--- src/rtl/uart_tx_sink.sv ---
// uart_tx_sink: bench-side receiver for the SoC UART TX line.
// Synchronized input, mid-bit sampling, optional parity check.
module uart_tx_sink #(
  parameter int CLKS_PER_BIT = 868,
  parameter bit PARITY_EN    = 1'b0,
  parameter bit PARITY_ODD   = 1'b0
) (
  input  logic        wb_clk_i,
  input  logic        wb_rst_i,
  input  logic        rx_i,
  output logic [7:0]  data_o,
  output logic        valid_o,
  output logic        frame_err_o,
  output logic        parity_err_o,
  output logic        busy_o,
  output logic [15:0] char_cnt_o
);

  localparam int CW = $clog2(CLKS_PER_BIT);
  localparam logic [CW-1:0] FULL = CW'(CLKS_PER_BIT - 1);
  localparam logic [CW-1:0] HALF = CW'(CLKS_PER_BIT / 2 - 1);
  localparam logic [CW-1:0] ONE  = CW'(1);

  typedef enum logic [2:0] {
    IDLE,
    START,
    DATA,
    PARITY,
    STOP,
    BREAK
  } state_t;

  state_t          state, state_n;
  logic            rx_m, rx_s;
  logic [CW-1:0]   cnt, cnt_n;
  logic [2:0]      idx, idx_n;
  logic [7:0]      sh, sh_n;
  logic            par_bad, par_bad_n;
  logic            valid_n, ferr_n, perr_n;
  logic            data_ld;
  logic            tick;

  assign tick   = (cnt == '0);
  assign busy_o = (state != IDLE);

  always_ff @(posedge wb_clk_i) begin
    if (wb_rst_i) begin
      rx_m         <= 1'b1;
      rx_s         <= 1'b1;
      state        <= IDLE;
      cnt          <= '0;
      idx          <= '0;
      sh           <= '0;
      par_bad      <= 1'b0;
      data_o       <= '0;
      valid_o      <= 1'b0;
      frame_err_o  <= 1'b0;
      parity_err_o <= 1'b0;
      char_cnt_o   <= '0;
    end else begin
      rx_m         <= rx_i;
      rx_s         <= rx_m;
      state        <= state_n;
      cnt          <= cnt_n;
      idx          <= idx_n;
      sh           <= sh_n;
      par_bad      <= par_bad_n;
      valid_o      <= valid_n;
      frame_err_o  <= ferr_n;
      parity_err_o <= perr_n;
      if (data_ld)
        data_o <= sh;
      if (valid_n && char_cnt_o != 16'hFFFF)
        char_cnt_o <= char_cnt_o + 16'd1;
    end
  end

  always_comb begin
    state_n   = state;
    cnt_n     = cnt;
    idx_n     = idx;
    sh_n      = sh;
    par_bad_n = par_bad;
    valid_n   = 1'b0;
    ferr_n    = 1'b0;
    perr_n    = 1'b0;
    data_ld   = 1'b0;
    unique case (state)
      IDLE: begin
        if (!rx_s) begin
          state_n   = START;
          cnt_n     = HALF;
          par_bad_n = 1'b0;
        end
      end
      START: begin
        if (!tick) begin
          cnt_n = cnt - ONE;
        end else if (rx_s) begin
          state_n = IDLE;
        end else begin
          state_n = DATA;
          idx_n   = '0;
          cnt_n   = FULL;
        end
      end
      DATA: begin
        if (!tick) begin
          cnt_n = cnt - ONE;
        end else begin
          sh_n  = {rx_s, sh[7:1]};
          cnt_n = FULL;
          idx_n = idx + 3'd1;
          if (idx == 3'd7)
            state_n = PARITY_EN ? PARITY : STOP;
        end
      end
      PARITY: begin
        if (!tick) begin
          cnt_n = cnt - ONE;
        end else begin
          par_bad_n = rx_s ^ (^sh) ^ PARITY_ODD;
          cnt_n     = FULL;
          state_n   = STOP;
        end
      end
      STOP: begin
        if (!tick) begin
          cnt_n = cnt - ONE;
        end else begin
          data_ld = 1'b1;
          if (!rx_s) begin
            ferr_n  = 1'b1;
            state_n = BREAK;
          end else begin
            perr_n  = par_bad;
            valid_n = !par_bad;
            state_n = IDLE;
          end
        end
      end
      // a held-low line must rise before a new start counts
      BREAK: begin
        if (rx_s)
          state_n = IDLE;
      end
      default: state_n = IDLE;
    endcase
  end

endmodule
--- config.mk ---
export PLATFORM = sky130hd
export DESIGN_NAME = uart_tx_sink
export DESIGN_NICKNAME = d
export VERILOG_FILES = /design/src/rtl/uart_tx_sink.sv
export SDC_FILE = /design/constraint.sdc
export NUM_CORES = 1
export LEC_CHECK = 0
export BUFFER_PORTS_ARGS = -buffer_cell sky130_fd_sc_hd__buf_4
export CORE_MARGIN = 4
export CORE_UTILIZATION = 54
export CTS_BUF_LIST = sky130_fd_sc_hd__clkbuf_4
export DETAILED_ROUTE_END_ITERATION = 8
export MAX_ROUTING_LAYER = met4
export PLACE_DENSITY = 0.84
export SETUP_SLACK_MARGIN = 0.05
export SLEW_MARGIN = 20
export SYNTH_ARGS = -nofsm -noshare
export SYNTH_HDL_FRONTEND = slang
export SYNTH_SLANG_ARGS = --single-unit
--- constraint.sdc ---
create_clock -name wb_clk_i -period 2.2 [get_ports wb_clk_i]
set_clock_uncertainty 0.05 [all_clocks]
set_input_delay 0.33 -clock wb_clk_i [delete_from_list [all_inputs] [get_ports wb_clk_i]]
set_output_delay 0.33 -clock wb_clk_i [all_outputs]
set_load 0.05 [all_outputs]
==> run metrics <==
vias in the first global route 2348; slowest cell delay on critical path 0.53 ns; die height 77.77 um; Final Util 67.89%; flops & latches, synth 54; Synth Flop Type dfxtp_1; CTS tree yes; clk_lat worst skew 0.38 ns; Die W 77.77 um; Worst Hold Class primary input to register; HPWL Detailed 4207 um; most frequent cells in the layout buf_4 (52), dfxtp_1 (50), nand2_1 (36); area grow syn2layout 21.99%; RSZ-0062 raised after global routing yes; total power draw 1.916 mW; clock sink count 54; area of the core 4723 um^2; Post-synth EDFFs 0; leakage 1.169 nW; CTS H-Tree Depth 2; vias per cell 5.960; Setup CP Type register to register; CP Data Arrival Time 2.47 ns; crit path max fanout 8; Power per Cell Area 597.6 nW/um^2; Crit-path slowest cell or4_4; DR pass1 iterations 5; # DRC 0; Async SR Flop Fraction 0%; Layout Nets 368; Synth Warn # 0; Worst EP required 2.48 ns; Finished Cell Area 3207 um^2; # hold bufs at CTS 0; gpl congestion 0.8736; gr usage total 20.83%; Area contributors post-synth dfxtp_1 (41%), a21oi_1 (6.5%), nand2_1 (5.1%); library cells used by synthesis 54; drt first-iter violations 185; status complete, no violations; register area share after synthesis 41.12%; commonest non-fill, non-tap cell in the layout buf_4; starting density of the core 55.66%; I/O pin cnt 31; Post-Syn Area per Cell 8.293 um^2; Rel. slew slack 65.82%; die area 6048 um^2; std cell rows 25; CP endpoint kind register; Reg clk slew, reported paths 0.16 ns; Ant. Diodes 0; total gr overflow 0; Worst setup SP type register; DR vias 2557; total CTS buffers 5; initial antenna violation count 0; Syn Inst Count 317; Final Cycle Share 99.41%; worst-path cell chain nor3_2 > nand4_4 > a2111o_1 > or4_4 > a21oi_2; largest net degree at the start of global routing 52; Port-buffer cells 30; Filler Cell Count 391; CTS Buffer Depth 2; routed wire length 6377 um; share of layout cells above drive strength 1 24.86%; Peak Freq 457.2 MHz; max-slew violation count 0; Least-Margin Pin Slew 0.5127 ns; mapped cell area 2629 um^2; r2r setup slk 0.01 ns; minimum clock period 2.187 ns; area post-placement 2995 um^2; Routed WL per cell 14.86 um; number of max-cap violations 0; root buffer cell clkbuf_4; Setup violations, final 0; global-route wire length before repair 10170 um; peak supply drop 427.5 uV; final hold vios 0; Final ANT Viol Nets 0; Synth area leader dfxtp_1; top cell type's share of synthesized area 41.12%; syn_nets 324
-- layer usage --
| layer | routed length (um) | up-vias | share of wire [%] | global-route usage, % |
|---|---|---|---|---|
| met1 | 2837 | 1222 | 44 | 25.89 |
| met4 | 71 | 0 | 1.1 | 8.185 |
| met2 | 3134 | 85 | 49 | 33.82 |
| met5 | 0 | - | 0 | - |
| met3 | 333 | 9 | 5.2 | 3.364 |
| li1 | - | 1241 | - | - |
-- layout make-up --
class / count / area (um^2) / share of cell area [%]
Tap cell: 67 / 83.83 / 2.614
Clock inverter: 3 / 43.79 / 1.366
Timing Repair Buffer: 52 / 390.4 / 12.17
Sequential cell: 54 / 1086 / 33.87
Inverter: 6 / 22.52 / 0.7023
Clock buffer: 5 / 37.54 / 1.171
Multi-Input combinational cell: 242 / 1543 / 48.11
-- worst max-delay path, delay by kind of cell, from the launching register on --
kind / cells / cell delay (ns)
AO/OA/AOI/OAI: 2 / 0.60
AND/OR/NAND/NOR: 3 / 1.08
flip-flops: 1 / 0.41
-- synthesized netlist by cell type (3+ instances only) --
cell type and instances:
dfxtp_1 54, a21oi_1 34, buf_2 4, or3_1 12
nand3_1 19, o21ai_0 18, nand4_1 4, or4_1 4
mux2i_1 4, nor3_1 16, nand2_1 36, ha_1 4
xnor2_1 8, nor4_1 4, and3_1 4, inv_1 6
a22oi_1 3, nor2b_1 3, nor2_1 23, clkbuf_1 11
or2_2 3
-- path summary, 6_finish.rpt --
kind | depth (start not counted) | end | from
worst max register to register | 5 | char_cnt_o[15] | cnt[4]
worst max-delay path | 5 | char_cnt_o[15] | cnt[4]
worst min register to register | 1 | rx_s | rx_m
worst min-delay path | 2 | rx_m | rx_i
-- state kept, by name, summed over array words and instances, names as in the netlist, 3 cells and up --
register and cells:
data_o 8, idx 3, state 3, cnt 10, char_cnt_o 16, sh 8
-- per-stage QoR --
stage,cells,setup WS [ns],TNS [ns],hold WS [ns]
after floorplan,317,0.07482,0,0.3395
after global placement,414,0.1503,0,0.3509
after detailed placement,414,0.08656,0,0.3526
after CTS,422,0.05104,0,0.07313
after global routing,429,-0.09736,-0.4892,0.05616
final,429,0.01298,0,0.09202
-- power breakdown --
group | internal, mW | switching, mW
logic | 0.133 | 0.196
registers | 0.996 | 0.0236
clock network | 0.242 | 0.325
-- kinds of logic after synthesis --
| kind of cell | Yosys count | synth area share (%) |
|---|---|---|
| and+or+nand+nor | 141 | 28.89 |
| AOI/OAI and AO/OA | 79 | 18.23 |
| DFF | 54 | 41.12 |
| buffers and inverters | 22 | 3.332 |
| xor gates and xnor gates | 11 | 4.189 |
| muxes | 5 | 1.951 |
| adders and majority gates | 5 | 2.285 |
-- what timing repair did --
item / in CTS / in global routing
setup endpoints to repair: 0 / 30
gates resized for setup: 0 / 20
setup buffers: 0 / 6
Power figures use the tool's default switching activity.
